### src/rtl/rca_seq_adder_ctrl_pkg.sv
// Shared definitions for the nibble-serial adder sequencer: slice width,
// FSM state encoding and the slice index width helper.
package rca_seq_adder_ctrl_pkg;

  localparam int SLICE_W = 4;

  typedef enum logic [1:0] {
    IDLE = 2'd0,
    RUN  = 2'd1,
    DONE = 2'd2
  } state_t;

  // Index must address WIDTH/SLICE_W slices; keep at least one bit.
  function automatic int idx_width(input int width);
    int n;
    n = width / SLICE_W;
    return (n > 2) ? $clog2(n) : 1;
  endfunction

endpackage

### src/rtl/rca_seq_adder_ctrl_ripple_carry_adder.sv
// Combinational W-bit ripple-carry adder slice built from full-adder cells.
module ripple_carry_adder #(
  parameter int W = 4
) (
  input  logic [W-1:0] a,
  input  logic [W-1:0] b,
  input  logic         cin,
  output logic [W-1:0] s,
  output logic         cout
);

  logic [W:0] c;

  assign c[0] = cin;

  for (genvar i = 0; i < W; i++) begin : g_fa
    assign s[i]   = a[i] ^ b[i] ^ c[i];
    assign c[i+1] = (a[i] & b[i]) | (c[i] & (a[i] ^ b[i]));
  end

  assign cout = c[W];

endmodule

### src/rtl/rca_seq_adder_ctrl.sv
// Multi-cycle WIDTH-bit adder: one shared 4-bit ripple slice, one nibble per
// clock, LSB first. Define RCA_SUB_EN to add the sub port (a - b).
module rca_seq_adder_ctrl
  import rca_seq_adder_ctrl_pkg::*;
#(
  parameter int WIDTH = 16
) (
  input  logic             clk,
  input  logic             rst_n,
  input  logic             start,
  input  logic [WIDTH-1:0] a,
  input  logic [WIDTH-1:0] b,
  input  logic             cin,
`ifdef RCA_SUB_EN
  input  logic             sub,
`endif
  output logic             busy,
  output logic             done,
  output logic [WIDTH-1:0] s,
  output logic             cout
);

  localparam int N  = WIDTH / SLICE_W;
  localparam int IW = idx_width(WIDTH);
  localparam logic [IW-1:0] LAST = IW'(N - 1);

  state_t             state, state_nx;
  logic               load;
  logic [IW-1:0]      idx;
  logic               carry;
  logic               carry_init;
  logic [WIDTH-1:0]   a_q, b_q;
  logic [SLICE_W-1:0] slice_a, slice_b, slice_s;
  logic               slice_co;

  assign slice_a = a_q[SLICE_W*idx +: SLICE_W];

`ifdef RCA_SUB_EN
  logic sub_q;

  // Subtract as a + ~b + 1: invert each B nibble and force the first carry.
  assign slice_b    = b_q[SLICE_W*idx +: SLICE_W] ^ {SLICE_W{sub_q}};
  assign carry_init = sub | cin;

  always_ff @(posedge clk or negedge rst_n) begin
    if (!rst_n)    sub_q <= 1'b0;
    else if (load) sub_q <= sub;
  end
`else
  assign slice_b    = b_q[SLICE_W*idx +: SLICE_W];
  assign carry_init = cin;
`endif

  ripple_carry_adder #(.W(SLICE_W)) u_slice (
    .a    (slice_a),
    .b    (slice_b),
    .cin  (carry),
    .s    (slice_s),
    .cout (slice_co)
  );

  always_ff @(posedge clk or negedge rst_n) begin
    if (!rst_n) state <= IDLE;
    else        state <= state_nx;
  end

  // Start is only honoured from IDLE or DONE, so DONE can chain straight into RUN.
  always_comb begin
    state_nx = state;
    load     = 1'b0;
    unique case (state)
      IDLE: if (start) begin
        state_nx = RUN;
        load     = 1'b1;
      end
      RUN:  if (idx == LAST) state_nx = DONE;
      DONE: if (start) begin
        state_nx = RUN;
        load     = 1'b1;
      end else begin
        state_nx = IDLE;
      end
      default: state_nx = IDLE;
    endcase
  end

  assign busy = (state == RUN);
  assign done = (state == DONE);

  always_ff @(posedge clk or negedge rst_n) begin
    if (!rst_n) begin
      a_q   <= '0;
      b_q   <= '0;
      idx   <= '0;
      carry <= 1'b0;
      s     <= '0;
      cout  <= 1'b0;
    end else if (load) begin
      a_q   <= a;
      b_q   <= b;
      idx   <= '0;
      carry <= carry_init;
    end else if (state == RUN) begin
      s[SLICE_W*idx +: SLICE_W] <= slice_s;
      carry                     <= slice_co;
      idx                       <= (idx == LAST) ? '0 : idx + IW'(1);
      if (idx == LAST) cout <= slice_co;
    end
  end

endmodule
### config.mk
export PLATFORM = sky130hd
export DESIGN_NAME = rca_seq_adder_ctrl
export DESIGN_NICKNAME = d
export VERILOG_FILES = /design/src/rtl/rca_seq_adder_ctrl_pkg.sv /design/src/rtl/rca_seq_adder_ctrl_ripple_carry_adder.sv /design/src/rtl/rca_seq_adder_ctrl.sv
export SDC_FILE = /design/constraint.sdc
export NUM_CORES = 1
export LEC_CHECK = 0
export BUFFER_PORTS_ARGS = -buffer_cell sky130_fd_sc_hd__buf_2
export CAP_MARGIN = 10
export CORE_AREA = 2 2 76 96
export DETAILED_ROUTE_END_ITERATION = 12
export DIE_AREA = 0 0 78 98
export GPL_TIMING_DRIVEN = 0
export PLACE_DENSITY_LB_ADDON = 0.3
export REMOVE_ABC_BUFFERS = 1
export SLEW_MARGIN = 10
export SYNTH_ARGS = -nofsm -noshare
export SYNTH_HDL_FRONTEND = slang
export SYNTH_SLANG_ARGS = --single-unit
### constraint.sdc
create_clock -name clk -period 3.7 [get_ports clk]
set_input_delay 0.185 -clock clk [delete_from_list [all_inputs] [get_ports clk]]
set_output_delay 0.185 -clock clk [all_outputs]
set_load 0.005 [all_outputs]
==> metrics, run 1 <==
total gr overflow=0; worst hold path endpoint=b_q[3]; Synth Warn #=0; hold path depth=2; CTS root buffer=clkbuf_8; hold path start=b[3]; I/O pin total=55; largest net degree at the start of global routing=55; 1st-iter DRT viols=73; Main synth FF type=dfrtp_1; number of buffers added for setup after CTS=0; critical path class=reg2reg; most used cell, CP=fa_1; dominant cells by area after synthesis=dfrtp_1 51%, mux2_2 18%, mux4_1 6.0%, fa_1 3.0%, ha_1 2.8%; fin cells=319; Final Hold Fails=0; vias in the first global route=1685; switching pwr=1.05 mW; Max-Slew Margin vs Limit=0.464; Peak VDD IR=364 uV; DRT Pass-1 Iters=4; status=complete, no violations; Cell Int Power=1.82 mW; r2r setup slk=0.34 ns; clk slew on worst S/H paths=0.09 ns; synth cell count leaders=54 x dfrtp_1, 41 x mux2_2, 10 x inv_1; number of remaining DRC errors=0; final setup TNS=0 ns; fill count=656; setup violators final=0; setup slack at placement=0.0248 ns; Final GP Congestion=0.731; FF+latch count, synth=54; most common cell in the netlist=dfrtp_1; clock share of power=0.117; post-synthesis cell type count=27; combinational power share=0.511; Buffers on Ports=54; row cnt=34; Slew @ Worst Pin=0.802 ns; CTS Buf Count=5; Pwr per Cell Area=934 nW/um2; RSZ-0062 raised after global routing=false; die area=7640 um2; Netlist Area Pre-Place=2640 um2; skew final=0.00402 ns; Crit-path slowest cell=dfrtp_2; Slew Limit Fails=0; Chip Height=98 um; post-synth top area cell=dfrtp_1; Initial Util=0.387; Mapped Cells=177; leak pwr=1.46 nW; post-synthesis area per instance=14.9 um2; CP cell instances=mux4_1 > inv_1 > fa_1 > fa_1 > inv_1 > fa_1 > fa_1 > and4b_1 > mux2_2; DP HPWL=3.45 mm; Syn-to-layout area delta=16.7%; Core Region=6810 um2; worst r2r path cells=9; CP max FO=26; routed vias=1598; nets=274; final WL=4.78 mm; drt wl/cell=15.0 um; overall power=2.87 mW; worst endpoint required time=3.90 ns; average vias per placed instance=5.01; post-route ant nets=0; terminus of the critical flop-to-flop path=s[7]; n_diodes=0; share of post-route cells with drive strength above 1=0.480; Sink Count=54; fin crit share=0.908; startpoint type of the worst setup path=flop; asr flop ratio synth=1.00; sequential area share after synthesis=0.513; fin crit period=3.36 ns; Critical Path End Type=flop; top cell type's share of synthesized area=0.513; CP arrival=3.56 ns; TritonCTS clock tree=yes; Global Route Usage Sum=0.133; r2r startpoint=idx[0]; switch share=0.366; Inst Count DP=310; HP Class=in2reg; number of antenna violations at the first check in global routing=0; Horiz. Die Dim=78 um; sequential share of power=0.372; Largest stage delay, worst path=0.71 ns; Post-synth EDFFs=0; clk buf depth=2; Max Freq=298 MHz; global-route wire length before repair=8.04 mm; Worst-Skew Late Latency=0.30 ns; max-cap violations=0; H-tree Lvls=2; Worst Setup Slack, final=0.341 ns
through the flow:
stage / util / hold WS [ns] / cell area (um2)
2_1_floorplan: - / -0.111 / 2560
3_3_place_gp: 0.433 / 0.417 / 2940
3_5_place_dp: 0.437 / 0.422 / 2970
4_1_cts: 0.450 / 0.0981 / 3060
5_1_grt: 0.452 / 0.100 / 3080
6_report: 0.452 / 0.106 / 3080
power by group through the flow:
stage / logic, mW / registers [mW] / clock network (mW)
2_1_floorplan: 1.07 / 1.02 / 0
3_3_place_gp: 1.47 / 1.08 / 0
3_5_place_dp: 1.50 / 1.09 / 0
4_1_cts: 1.50 / 1.08 / 0.349
5_1_grt: 1.63 / 1.11 / 0.373
6_report: 1.47 / 1.07 / 0.335
worst max path at each step:
stage | startpoint | to | slack, ns | cells after the start
floorplan | idx[0] | carry | 0.48 | 9
global placement | idx[0] | s[7] | 0.04 | 9
detailed placement | idx[0] | s[7] | 0.02 | 9
CTS | idx[0] | s[7] | 0.005 | 9
global route | idx[0] | s[7] | 0.18 | 9
finish | idx[0] | s[7] | 0.34 | 9
area by class of cell:
cell class                 count  area [um2]  area share
sequential                    54        1350       0.440
tap                           90         113      0.0366
timing repair buffer          56         303      0.0984
clock buffer                   7        86.3      0.0281
multi-input combinational    101        1180       0.383
clock inverter                 1        5.00     0.00163
inverter                      10        37.5      0.0122
worst max-delay path, delay by kind of cell (launching register included):
family | cells | cell delay, ns
fa+ha+maj | 4 | 1.28
buf+inv | 2 | 0.14
flops | 1 | 0.71
mux | 2 | 0.87
simple gates | 1 | 0.24
kinds of logic (layout without fill, tap and decap cells):
| group | count (synthesis) | after routing | share of synthesized area |
|---|---|---|---|
| flip-flops | 54 | 54 | 0.513 |
| multiplexers | 49 | 49 | 0.252 |
| AND/OR/NAND/NOR | 30 | 30 | 0.0916 |
| buffers and inverters | 22 | 74 | 0.0427 |
| AO/OA/AOI/OAI | 12 | 12 | 0.0422 |
| adder cells (fa/ha/maj) | 10 | 10 | 0.0589 |
metal layers:
metal  global-route usage  vias to the layer above  wire length (um)
met5                    0                        -                 0
met2                0.222                       40              2410
li1                     -                      753                 -
met3               0.0287                        7               217
met1                0.171                      798              2080
met4               0.0445                        0                72
state kept, by name, summed over array words and instances (netlist names):
register  count
a_q          16
b_q          16
s            16
idx           2
state         2
carry         1
cout          1
cell usage in the layout, fill, tap and decap left out, types with 2 or more instances in the layout:
cell type,netlist,final
o31ai_1,2,2
nor4bb_1,4,4
mux2_2,41,41
inv_1,10,10
buf_2,6,53
a32o_1,7,7
nor2b_1,7,6
dfrtp_1,54,53
mux4_1,6,6
mux4_2,2,2
or3b_2,2,2
and4b_1,3,3
clkbuf_8,0,6
nand3b_1,4,4
nor2_1,2,2
ha_1,6,6
fa_1,4,4
nor4b_1,2,2
and3b_1,3,3
timing repair:
item / CTS / global route
gates resized for setup: 0 / 1
endpoints found under the hold margin: 0 / 54
setup endpoints to repair: 0 / 5
hold buffers: 0 / 1
Power figures use the tool's default switching activity.
==> run 2, diff against run 1 <==
Settings changed: ABC_AREA from default to 1, CORE_AREA 2 2 76 96 to 2 2 76 97, DIE_AREA 0 0 78 98 to 0 0 78 99.
==> metrics, run 2 <==
status=complete, no violations (unchanged); startpoint type of the worst setup path=flop (unchanged); Mapped Cells=332 (was 177); CTS Buf Count=5 (unchanged); Multi-input gate area=1140 um2 (was 1180 um2); n_diodes=0 (unchanged); FF+latch count, synth=54 (unchanged); Final GP Congestion=0.803 (was 0.731); Buffers on Ports=54 (unchanged); Chip Height=99 um (was 98 um); Sink Count=54 (unchanged); routed vias=2207 (was 1598); DP HPWL=3.79 mm (was 3.45 mm); post-synth top area cell=dfrtp_1 (unchanged); sequential area share after synthesis=0.509 (was 0.513); Post-synth EDFFs=0 (unchanged); Netlist Area Pre-Place=2660 um2 (was 2640 um2); TritonCTS clock tree=yes (unchanged); post-route ant nets=0 (unchanged); number of antenna violations at the first check in global routing=0 (unchanged); H-tree Lvls=2 (unchanged); 1st-iter DRT viols=119 (was 73); dominant cells by area after synthesis=dfrtp_1 51%, nand2_1 18%, nand3_1 9.6%, nor2_1 3.5%, fa_1 3.0% (was dfrtp_1 51%, mux2_2 18%, mux4_1 6.0%, fa_1 3.0%, ha_1 2.8%); asr flop ratio synth=1.00 (unchanged); Worst Setup Slack, final=0.318 ns (was 0.341 ns); placed cell area=2960 um2 (was 2970 um2); setup violators final=0 (unchanged); final cell utilization of the core=0.450 (was 0.452); number of remaining DRC errors=0 (unchanged); Storage cell area=1350 um2 (unchanged); CP max FO=25 (was 26); Syn-to-layout area delta=15.2% (was 16.7%); Slew Limit Fails=0 (unchanged); crit path buf inv count=3 (was 2); fin crit period=3.38 ns (was 3.36 ns); post-synthesis cell type count=18 (was 27); Largest stage delay, worst path=0.61 ns (was 0.71 ns); total gr overflow=0 (unchanged); Initial Util=0.390 (was 0.387); CTS root buffer=clkbuf_8 (unchanged); commonest non-fill, non-tap cell in the layout=nand2_1; final WL=5.54 mm (was 4.78 mm); CP cell instances=inv_1 > nand2_1 > nand3_1 > nand2_1 > fa_1 > fa_1 > inv_1 > fa_1 > fa_1 > nand3_1 > inv_1 > nand2_1 > nand2_1 (was mux4_1 > inv_1 > fa_1 > fa_1 > inv_1 > fa_1 > fa_1 > and4b_1 > mux2_2); final setup TNS=0 ns (unchanged); critical path class=reg2reg (unchanged); drt wl/cell=11.8 um (was 15.0 um); Max Freq=296 MHz (was 298 MHz); Final Hold Fails=0 (unchanged); leak pwr=1.70 nW (was 1.46 nW); largest net degree at the start of global routing=55 (unchanged); Max-Slew Margin vs Limit=0.517 (was 0.464); max-cap violations=0 (unchanged); fin area=3060 um2 (was 3080 um2); number of buffers added for setup after CTS=0 (unchanged); CP arrival=3.57 ns (was 3.56 ns); average vias per placed instance=4.70 (was 5.01); Global Route Usage Sum=0.156 (was 0.133); share of post-route cells with drive strength above 1=0.174 (was 0.480); CP delay by family, top=adder cells (unchanged); post-synthesis area per instance=8.00 um2 (was 14.9 um2); synth cell count leaders=129 x nand2_1, 54 x dfrtp_1, 51 x nand3_1 (was 54 x dfrtp_1, 41 x mux2_2, 10 x inv_1); Pwr per Cell Area=880 nW/um2 (was 934 nW/um2); Horiz. Die Dim=78 um (unchanged); HP Class=in2reg (unchanged); nets=425 (was 274); Peak VDD IR=365 uV (was 364 uV); most frequent cells in the layout=129 x nand2_1, 53 x dfrtp_1, 53 x buf_2, 51 x nand3_1, 25 x nor2_1 (was 53 x dfrtp_1, 53 x buf_2, 41 x mux2_2, 10 x inv_1, 7 x a32o_1); fill count=715 (was 656); Synth Warn #=0 (unchanged); skew final=0.0103 ns (was 0.00402 ns); Crit-path slowest cell=inv_1 (was dfrtp_2); top flop regs=a_q (16), b_q (16), s (16) (unchanged); RSZ-0062 raised after global routing=false (unchanged); DRT Pass-1 Iters=4 (unchanged); vias in the first global route=2227 (was 1685); die area=7720 um2 (was 7640 um2); row cnt=34 (unchanged); Main synth FF type=dfrtp_1 (unchanged); Worst-Skew Late Latency=0.30 ns (about the same); worst endpoint required time=3.89 ns (was 3.90 ns); global-route wire length before repair=9.81 mm (was 8.04 mm); clk slew on worst S/H paths=0.10 ns (was 0.09 ns); Slew @ Worst Pin=0.723 ns (was 0.802 ns); setup slack at placement=0.101 ns (was 0.0248 ns); I/O pin total=55 (unchanged); Critical Path End Type=flop (unchanged); top cell type's share of synthesized area=0.509 (was 0.513); most common cell in the netlist=nand2_1 (was dfrtp_1); clk buf depth=2 (unchanged); fin crit share=0.914 (was 0.908); Core Region=6810 um2 (unchanged)
==> run 2: cell families after synthesis <==
kind of cell	count (synthesis)	synth area share
AO/OA/AOI/OAI	22	0.0452
adder cells (fa/ha/maj)	10	0.0584
buffers and inverters	37	0.0626
AND/OR/NAND/NOR	209	0.325
flip-flops	54	0.509
==> run 2: worst paths after layout <==
path	startpoint	slack, ns	end	cells past startpoint
setup / recovery	idx[0]	0.32	s[15]	13
hold / removal	b[10]	0.11	b_q[10]	3
setup reg to reg	idx[0]	0.32	s[15]	13
hold reg to reg	a_q[10]	0.48	a_q[10]	2
max in group asynchronous	rst_n	2.74	idx[0]	2
min in group asynchronous	rst_n	0.47	b_q[3]	2
==> run 2: routing by layer <==
metal | track usage | share of wire | routed length [um]
met1 | 0.189 | 0.44 | 2420
met3 | 0.0284 | 0.042 | 235
met4 | 0.0405 | 0.0087 | 48
met2 | 0.284 | 0.51 | 2840
met5 | 0 | 0 | 0
==> run 2: power by group <==
part / total [mW] / switching, mW / internal (mW)
Clock: 0.333 / 0.181 / 0.151
Sequential: 1.00 / 0.166 / 0.835
Combinational: 1.36 / 0.863 / 0.495
==> run 2: timing repair <==
action                                 4_1_cts  5_1_grt
gates resized for setup                      0        1
hold buffers                                 0        1
endpoints found under the hold margin        0       54
setup endpoints to repair                    0        4
==> run 2: worst register-to-register path: stages, from the launching register on <==
cell and delay, ns:
dfrtp_2 0.58, inv_1 0.61, nand2_1 0.11, nand3_1 0.09, nand2_1 0.08, fa_1 0.41, fa_1 0.39, inv_1 0.09
fa_1 0.17, fa_1 0.46, nand3_1 0.13, inv_1 0.05, nand2_1 0.06, nand2_1 0.04
==> run 2: cell type report <==
type | count | share of cell area
clock buffer | 7 | 0.0282
tap | 90 | 0.0368
sequential | 54 | 0.442
clock inverter | 1 | 0.00164
timing repair buffer | 55 | 0.0924
inverter | 22 | 0.0270
multi-input combinational | 241 | 0.372
==> run 2: stage by stage <==
stage	power (mW)	std cells	hold slack, ns
6_report	2.69	470	0.106
5_1_grt	3.01	470	0.0980
4_1_cts	2.73	469	0.0958
3_5_place_dp	2.39	461	0.421
3_3_place_gp	2.36	461	0.421
2_1_floorplan	1.96	317	-0.111
==> run 3, diff against run 2 <==
Settings changed: CELL_PAD_IN_SITES_DETAIL_PLACEMENT from default to 1, CELL_PAD_IN_SITES_GLOBAL_PLACEMENT from default to 1, SETUP_SLACK_MARGIN from default to 0.4.
==> metrics, run 3 (synthesized netlist as in run 2, its figures left out) <==
Max Freq=330 MHz (was 296 MHz); Largest stage delay, worst path=0.62 ns (was 0.61 ns); die area=7720 um2 (unchanged); I/O pin total=55 (unchanged); skew final=0.00646 ns (was 0.0103 ns); crit path buf inv count=3 (unchanged); Max-Slew Margin vs Limit=0.525 (was 0.517); drt wl/cell=13.1 um (was 11.8 um); top flop regs=a_q (16), b_q (16), s (16) (unchanged); most frequent cells in the layout=129 x nand2_1, 53 x dfrtp_1, 53 x buf_2, 51 x nand3_1, 25 x nor2_1 (unchanged); terminus of the critical flop-to-flop path=s[15] (unchanged); worst r2r path cells=13 (unchanged); CP delay by family, top=adder cells (unchanged); Pwr per Cell Area=914 nW/um2 (was 880 nW/um2); RSZ-0062 raised after global routing=false (unchanged); hold path start=b[10] (unchanged); n_diodes=0 (unchanged); CTS root buffer=clkbuf_8 (unchanged); worst endpoint required time=3.91 ns (was 3.89 ns); status=complete, no violations (unchanged); Slew @ Worst Pin=0.710 ns (was 0.723 ns); largest net degree at the start of global routing=55 (unchanged); fin crit period=3.03 ns (was 3.38 ns); average vias per placed instance=4.75 (was 4.70); Sink Count=54 (unchanged); leak pwr=1.73 nW (was 1.70 nW); global-route wire length before repair=10.6 mm (was 9.81 mm); clk slew on worst S/H paths=0.10 ns (about the same); HP Class=in2reg (unchanged); 1st-iter DRT viols=71 (was 119); Buffers on Ports=54 (unchanged); Final GP Congestion=0.810 (was 0.803); Global Route Usage Sum=0.174 (was 0.156); Multi-input gate area=1140 um2 (unchanged); share of post-route cells with drive strength above 1=0.194 (was 0.174); Crit-path slowest cell=dfrtp_4 (was inv_1); total gr overflow=0 (unchanged); Hold Slack=0.0915 ns (was 0.106 ns); Slew Limit Fails=0 (unchanged); nets=431 (was 425); H-tree Lvls=2 (unchanged); routed vias=2262 (was 2207); Syn-to-layout area delta=17.9% (was 15.2%); critical path launch point=idx[0] (unchanged); Worst-Skew Late Latency=0.31 ns (was 0.30 ns); Critical Path End Type=flop (unchanged); Horiz. Die Dim=78 um (unchanged); Chip Height=99 um (unchanged); fill count=894 (was 715); setup violators final=0 (unchanged); Inst Count DP=461 (unchanged); row cnt=34 (unchanged); commonest non-fill, non-tap cell in the layout=nand2_1 (unchanged); fin crit share=0.818 (was 0.914); r2r setup slk=0.67 ns (was 0.32 ns); CP arrival=3.24 ns (was 3.57 ns); vias in the first global route=2321 (was 2227); Initial Util=0.390 (unchanged); Storage cell area=1360 um2 (was 1350 um2); max-cap violations=0 (unchanged); hold path depth=3 (unchanged); r2r startpoint=idx[0] (unchanged); startpoint type of the worst setup path=flop (unchanged); post-route ant nets=0 (unchanged); clk buf depth=2 (unchanged); CTS Buf Count=5 (unchanged); final WL=6.25 mm (was 5.54 mm); DP HPWL=4.21 mm (was 3.79 mm); critical path class=reg2reg (unchanged); Core Region=6810 um2 (unchanged); number of remaining DRC errors=0 (unchanged); CP cell instances=clkinvlp_4 > nand2_1 > nand3_1 > nand2_1 > fa_1 > fa_1 > inv_1 > fa_1 > fa_1 > nand3_1 > inv_1 > nand2_1 > nand2_1 (was inv_1 > nand2_1 > nand3_1 > nand2_1 > fa_1 > fa_1 > inv_1 > fa_1 > fa_1 > nand3_1 > inv_1 > nand2_1 > nand2_1); CP max FO=25 (unchanged); Peak VDD IR=385 uV (was 365 uV); fin cells=476 (was 470); DRT Pass-1 Iters=4 (unchanged); TritonCTS clock tree=yes (unchanged); worst hold path endpoint=b_q[10] (unchanged); number of antenna violations at the first check in global routing=0 (unchanged); Final Hold Fails=0 (unchanged)
==> run 3: power breakdown <==
group          internal, mW  switching (mW)
clock                 0.200           0.198
combinational         0.532           0.913
sequential            0.838           0.182
==> run 3: worst min-delay path, stage by stage <==
cell and delay [ns]:
buf_2 0.07, nand3_1 0.06, nand2_1 0.06
==> run 3: worst max-delay path by stage <==
stage                     endpoint  cells past startpoint
after floorplan              s[15]                     13
final                        s[15]                     13
after detailed placement      s[7]                     11
after global placement       s[15]                     13
after CTS                    s[15]                     12
after global routing          s[7]                     11
==> run 3: repair_timing <==
action	in CTS	in global routing
gates cloned	1	0
pin swaps	0	0
endpoints found under the setup margin	10	4
buffers inserted	0	5
resized for setup	3	1
hold buffers	0	1
hold endpoints to repair	0	54
==> run 3: area by class of cell <==
type                    instances  share of cell area
clock buffers                   5              0.0220
clock inverters                 3              0.0128
inverters                      22              0.0288
multi-input cells             241               0.364
flip-flops and latches         54               0.433
well taps                      90              0.0360
repair buffers                 60               0.102
repair inverters                1             0.00160
==> run 3: metal layers <==
layer | track usage | vias to the layer above | wire length [um] | part of all wire
li1 | - | 1152 | - | -
met1 | 0.209 | 1067 | 2630 | 0.42
met2 | 0.313 | 37 | 3310 | 0.53
met3 | 0.0275 | 6 | 222 | 0.035
met4 | 0.0621 | 0 | 94 | 0.015
met5 | 0 | - | 0 | 0
==> run 3: per-stage QoR <==
step / setup WS (ns) / power [mW] / setup TNS, ns / instance area, um2 / utilization
after detailed placement: -0.0530 / 2.45 / -0.0792 / 2960 / 0.434
after CTS: 0.513 / 2.88 / 0 / 3080 / 0.452
after floorplan: 0.664 / 1.96 / 0 / 2570 / -
after global routing: 0.477 / 3.16 / 0 / 3130 / 0.460
final: 0.674 / 2.86 / 0 / 3130 / 0.460
after global placement: 0.0364 / 2.39 / 0 / 2960 / 0.434
